===== src/rtl/btn_event_reader.sv =====
// Debounced active-low button reader: synchronises pins, commits stable vectors,
// and queues per-bit press/release events behind a valid/ready port.
module btn_event_reader #(
  parameter int DEBOUNCE_CYCLES = 1000,
  parameter int FIFO_DEPTH      = 4
) (
  input  logic       clk,
  input  logic       rst_n,
  input  logic       ena,
  input  logic [3:0] btn_n,
  input  logic       any_in,
  input  logic       evt_ready,
  input  logic       clr_flags,
  output logic       evt_valid,
  output logic [2:0] evt_code,
  output logic       overflow,
  output logic       any_mismatch,
  output logic [3:0] pressed
);

  localparam int          PW       = $clog2(FIFO_DEPTH);
  localparam int          CW       = PW + 1;
  localparam logic [15:0] CNT_LAST = 16'(DEBOUNCE_CYCLES - 1);
  localparam logic [CW-1:0] FULL_CNT = CW'(FIFO_DEPTH);

  typedef enum logic [1:0] {
    ST_IDLE,
    ST_SETTLE,
    ST_EMIT
  } state_t;

  logic [3:0]    btn_meta_q, s_q;
  logic          any_meta_q, sa_q;
  state_t        state_q, state_d;
  logic [15:0]   cnt_q, cnt_d;
  logic [3:0]    cand_q, cand_d;
  logic [3:0]    committed_q, committed_d;
  logic [3:0]    mask_q, mask_d;
  logic [3:0]    pressed_q, pressed_d;
  logic          overflow_q, overflow_d;
  logic          mism_q, mism_d;
  logic [2:0]    mem_q [FIFO_DEPTH];
  logic [PW-1:0] wr_ptr_q, wr_ptr_d, rd_ptr_q, rd_ptr_d;
  logic [CW-1:0] count_q, count_d;

  logic          push, push_ok, pop, full, mism_set;
  logic [1:0]    emit_idx;
  logic [2:0]    push_code;

  always_ff @(posedge clk or negedge rst_n) begin
    if (!rst_n) begin
      btn_meta_q <= 4'b1111;
      s_q        <= 4'b1111;
      any_meta_q <= 1'b0;
      sa_q       <= 1'b0;
    end else begin
      btn_meta_q <= btn_n;
      s_q        <= btn_meta_q;
      any_meta_q <= any_in;
      sa_q       <= any_meta_q;
    end
  end

  // Lowest set mask bit wins so events leave in ascending index order.
  always_comb begin
    emit_idx = 2'd0;
    for (int i = 3; i >= 0; i--) begin
      if (mask_q[i]) emit_idx = 2'(i);
    end
    push_code = {~committed_q[emit_idx], emit_idx};
  end

  always_comb begin
    state_d     = state_q;
    cnt_d       = cnt_q;
    cand_d      = cand_q;
    committed_d = committed_q;
    mask_d      = mask_q;
    pressed_d   = pressed_q;
    push        = 1'b0;
    mism_set    = 1'b0;
    if (ena) begin
      case (state_q)
        ST_IDLE: begin
          if (s_q != committed_q) begin
            cand_d  = s_q;
            cnt_d   = 16'd0;
            state_d = ST_SETTLE;
          end
        end
        ST_SETTLE: begin
          if (s_q != cand_q) begin
            cand_d = s_q;
            cnt_d  = 16'd0;
          end else if (cnt_q != CNT_LAST) begin
            cnt_d = cnt_q + 16'd1;
          end else if (cand_q == committed_q) begin
            state_d = ST_IDLE;
          end else begin
            mask_d      = cand_q ^ committed_q;
            committed_d = cand_q;
            pressed_d   = ~cand_q;
            mism_set    = (sa_q != |(~cand_q));
            state_d     = ST_EMIT;
          end
        end
        ST_EMIT: begin
          push             = 1'b1;
          mask_d[emit_idx] = 1'b0;
          if (mask_d == 4'b0000) state_d = ST_IDLE;
        end
        default: state_d = ST_IDLE;
      endcase
    end
  end

  // A pop in the same cycle frees the slot, so a push on full still lands.
  always_comb begin
    full     = (count_q == FULL_CNT);
    pop      = (count_q != '0) && evt_ready;
    push_ok  = push && (!full || pop);
    wr_ptr_d = push_ok ? wr_ptr_q + PW'(1) : wr_ptr_q;
    rd_ptr_d = pop ? rd_ptr_q + PW'(1) : rd_ptr_q;
    count_d  = count_q;
    if (push_ok && !pop)      count_d = count_q + CW'(1);
    else if (pop && !push_ok) count_d = count_q - CW'(1);

    overflow_d = overflow_q;
    mism_d     = mism_q;
    if (clr_flags) begin
      overflow_d = 1'b0;
      mism_d     = 1'b0;
    end
    if (push && !push_ok) overflow_d = 1'b1;
    if (mism_set)         mism_d     = 1'b1;
  end

  always_ff @(posedge clk or negedge rst_n) begin
    if (!rst_n) begin
      state_q     <= ST_IDLE;
      cnt_q       <= 16'd0;
      cand_q      <= 4'b1111;
      committed_q <= 4'b1111;
      mask_q      <= 4'b0000;
      pressed_q   <= 4'b0000;
      overflow_q  <= 1'b0;
      mism_q      <= 1'b0;
      wr_ptr_q    <= '0;
      rd_ptr_q    <= '0;
      count_q     <= '0;
      for (int i = 0; i < FIFO_DEPTH; i++) mem_q[i] <= 3'b000;
    end else begin
      state_q     <= state_d;
      cnt_q       <= cnt_d;
      cand_q      <= cand_d;
      committed_q <= committed_d;
      mask_q      <= mask_d;
      pressed_q   <= pressed_d;
      overflow_q  <= overflow_d;
      mism_q      <= mism_d;
      wr_ptr_q    <= wr_ptr_d;
      rd_ptr_q    <= rd_ptr_d;
      count_q     <= count_d;
      if (push_ok) mem_q[wr_ptr_q] <= push_code;
    end
  end

  assign evt_valid    = (count_q != '0);
  assign evt_code     = mem_q[rd_ptr_q];
  assign overflow     = overflow_q;
  assign any_mismatch = mism_q;
  assign pressed      = pressed_q;

endmodule


===== config.mk =====
export PLATFORM = sky130hd
export DESIGN_NAME = btn_event_reader
export DESIGN_NICKNAME = d
export VERILOG_FILES = /design/src/rtl/btn_event_reader.sv
export SDC_FILE = /design/constraint.sdc
export NUM_CORES = 1
export LEC_CHECK = 0
export BUFFER_PORTS_ARGS = -buffer_cell sky130_fd_sc_hd__buf_2
export CELL_PAD_IN_SITES_DETAIL_PLACEMENT = 0
export CELL_PAD_IN_SITES_GLOBAL_PLACEMENT = 1
export CORE_UTILIZATION = 25
export DETAILED_ROUTE_END_ITERATION = 6
export PLACE_DENSITY = 0.57
export SYNTH_ARGS = -nofsm -noshare
export SYNTH_HDL_FRONTEND = slang
export SYNTH_SLANG_ARGS = --single-unit

===== constraint.sdc =====
create_clock -name clk -period 2.3 [get_ports clk]
set_clock_uncertainty 0.1 [all_clocks]
set_input_delay 0.345 -clock clk [delete_from_list [all_inputs] [get_ports clk]]
set_output_delay 0.345 -clock clk [all_outputs]
set_load 0.05 [all_outputs]

==> reports/metrics.csv <==
metric,value,unit
worstRegToRegCells,6,
start_kind,register,
whs_endpoint,btn_meta_q[0]$_DFF_PN1_,
hold_path_depth,1,
worst_pin_slew,0.583,ns
grt_max_degree,42,
min_path_type,in2reg,
path_class,reg2reg,
grt_use_total,11.8,%
critPathArrivalTime,2.30,ns
rows,40,
maxSlewHeadroom,61.1,%
post-place-ws,-0.0602,ns
numCtsBuffers,9,
syn-cell-area,0.00318,mm^2
clk_pin_slew,0.06,ns
grt_pass1_wl,12.0,mm
syn_area_per_cell,11.3,um^2
critPathMaxFanout,5,
dp_hpwl,5.07,mm
drt_iter0_drc,132,
syn2layout_area_growth,27.3,%
synth_cell_type_count,49,
grt_pass1_vias,2338,
synth_enable_flop_cells,0,
crit_start,cnt_q[0]$_DFFE_PN0P_,
cts_tree,yes,
synth_top_family_by_area,simple AND/OR/NAND/NOR gates,
async_flop_share,100,%
cts_sinks,65,
gp_congestion,0.741,
clockBufferDepth,2,
yosys.area_share.simple,16.0,%
clock_latency,0.33,ns
vias_per_cell,4.65,
power.leakage,0.00176,uW
period_minus_slack,2.19,ns
synth-seq-cells,65,
finalHoldViolCount,0,
synthXorXnorAreaFrac,5.50,%
overflow,0,
nFillCells,1309,
drive_gt1_share,33.6,%
placed_cell_area,0.00365,mm^2
muxShareOfSynthArea,10.8,%
coreArea,0.0122,mm^2
crit_required,2.41,ns
boundaryPins,20,
ys.flop_type,dfrtp_1,
power_density,804,mW/mm^2
drv_cap,0,
final_nets,348,
fmax,457,MHz
vias,2343,
start_util,26.1,%
yosysSeqAreaShare,51.7,%
wl_per_cell,14.0,um
htree_levels,3,
hold_path_startpoint,btn_n[0],
synth_compound_area_share,10.6,%
grt_antenna_before_repair,0,
post-route-period-util,95.1,%
wl,7.04,mm
reg2reg_to,mask_q[3]$_DFFE_PN0P_,
fin_area,0.00405,mm^2
drc,0,
report.final.setup_viol,0,
first_pass_iters,4,
synthAdderAreaFrac,3.30,%
synthCells,282,
worst_ir_drop_vdd,0.606,mV
clock-root-buffer,clkbuf_16,
syn_nets,299,
portBuffers,19,
regToRegStartpoint,cnt_q[0]$_DFFE_PN0P_,
fin_ws,0.113,ns
die-height,115,um
fin_tns_setup,0,ns
end_kind,register,
slew_viol_final,0,
yosys_warnings,0,
ant_nets,0,
reg2reg_slack,0.11,ns
dieArea,0.0132,mm^2
fp.dieW,115,um
diodes,0,
outcome,completed,
==> worst max-delay path by stage <==
stage                                  end  slack [ns]  cells past startpoint
floorplan           count_q[2]$_DFFE_PN0P_        0.05                     10
CTS                 count_q[2]$_DFFE_PN0P_       0.002                      9
finish               mask_q[3]$_DFFE_PN0P_        0.11                      6
global route         mask_q[3]$_DFFE_PN0P_      -0.002                      6
global placement    count_q[1]$_DFFE_PN0P_        0.03                      6
detailed placement  count_q[1]$_DFFE_PN0P_       -0.06                      6
==> power by group <==
group          internal, uW  switching, uW  total [uW]
combinational           174            180         354
clock                  1060            502        1570
sequential             1230            106        1340
total                  2470            788        3260
==> synth_stat cells, types with 6 or more instances <==
library cell | n | area share (%)
dfrtp_1 | 49 | 39
nand2_1 | 23 | 2.7
mux2_2 | 21 | 7.4
o21ai_0 | 21 | 3.3
dfstp_2 | 16 | 13
nand3_1 | 14 | 2.2
xnor2_1 | 13 | 3.6
nor2_1 | 10 | 1.2
nor3_1 | 10 | 1.6
a21oi_1 | 8 | 1.3
nand4_1 | 8 | 1.6
inv_1 | 7 | 0.83
xor2_1 | 7 | 1.9
ha_1 | 6 | 2.4
==> layer usage <==
layer / share of wire (%) / vias up / track usage [%]
met4: 1.3 / 0 / 4.42
met5: 0 / - / 0
met2: 47 / 38 / 18.6
met1: 49 / 1161 / 15.9
li1: - / 1135 / -
met3: 3.0 / 9 / 2.79
==> critical path: stages, from the launching register on <==
cell and delay (ns):
dfrtp_1 0.40, ha_2 0.21, nor4b_4 0.23, nand4_1 0.17, or4_4 0.55, a22o_1 0.25
a22o_1 0.18
==> flip-flops by register name (all words and copies together), names as in the netlist, 2 cells and up <==
signal and cells:
btn_meta_q 4, cand_q 4, cnt_q 16, committed_q 4
count_q 3, mask_q 4, mem_q 12, pressed 4
rd_ptr_q 2, s_q 4, state_q 2, wr_ptr_q 2
==> per-stage QoR <==
step	cells	utilization (%)	power (uW)	hold WS, ns
floorplan	282	-	1580	-0.0506
global placement	485	29.9	1690	0.234
detailed placement	485	29.9	1710	0.238
CTS	502	32.9	3310	0.00943
global route	504	33.2	3410	0.00513
finish	504	33.2	3260	0.0222
==> cells by family after synthesis <==
logic type | count (synthesis)
DFF | 65
buffers and inverters | 15
xor gates and xnor gates | 20
adders and majority gates | 8
and+or+nand+nor | 94
AOI/OAI and AO/OA | 52
muxes | 28
==> cells in the final DEF (no fill, tap or decap), types with 2 or more instances in the layout <==
cell type | synthesis | routed
mux2_2 | 21 | 21
nor2_1 | 10 | 10
clkbuf_16 | 0 | 9
o211ai_1 | 3 | 3
o21ai_0 | 21 | 20
a211oi_1 | 3 | 3
mux4_2 | 3 | 3
nand3_1 | 14 | 14
ha_2 | 0 | 2
and4_1 | 2 | 2
dfrtp_1 | 49 | 48
a22o_1 | 3 | 3
or3_1 | 5 | 4
inv_1 | 7 | 7
nand4_1 | 8 | 8
xor2_1 | 7 | 7
dfstp_2 | 16 | 16
nor3_1 | 10 | 10
mux2i_1 | 4 | 4
nand2_1 | 23 | 23
o2bb2ai_1 | 2 | 2
xnor2_1 | 13 | 13
nand2b_1 | 2 | 2
buf_4 | 0 | 24
a21oi_1 | 8 | 8
a21o_1 | 3 | 3
nor2b_1 | 3 | 2
buf_2 | 2 | 19
o41ai_1 | 2 | 2
and3_1 | 5 | 5
ha_1 | 6 | 4
bufinv_16 | 0 | 3
nor3b_1 | 2 | 2
==> layout make-up <==
cell class	instances	area [um^2]	area share (%)
repair buffers	46	317	7.81
multi-input cells	202	1510	37.2
flip-flops and latches	65	1650	40.7
clock inverters	6	115	2.84
well taps	168	210	5.19
clock buffers	10	229	5.65
inverters	7	26.3	0.649
==> what timing repair did <==
| item | 4_1_cts | 5_1_grt |
|---|---|---|
| endpoints found under the hold margin | 24 | 0 |
| endpoints found under the setup margin | 3 | 7 |
| hold buffers | 1 | 0 |
| gates resized for setup | 2 | 6 |
| setup buffers | 0 | 2 |
| pin swaps | 0 | 2 |
(Power assumes the default switching activity.)
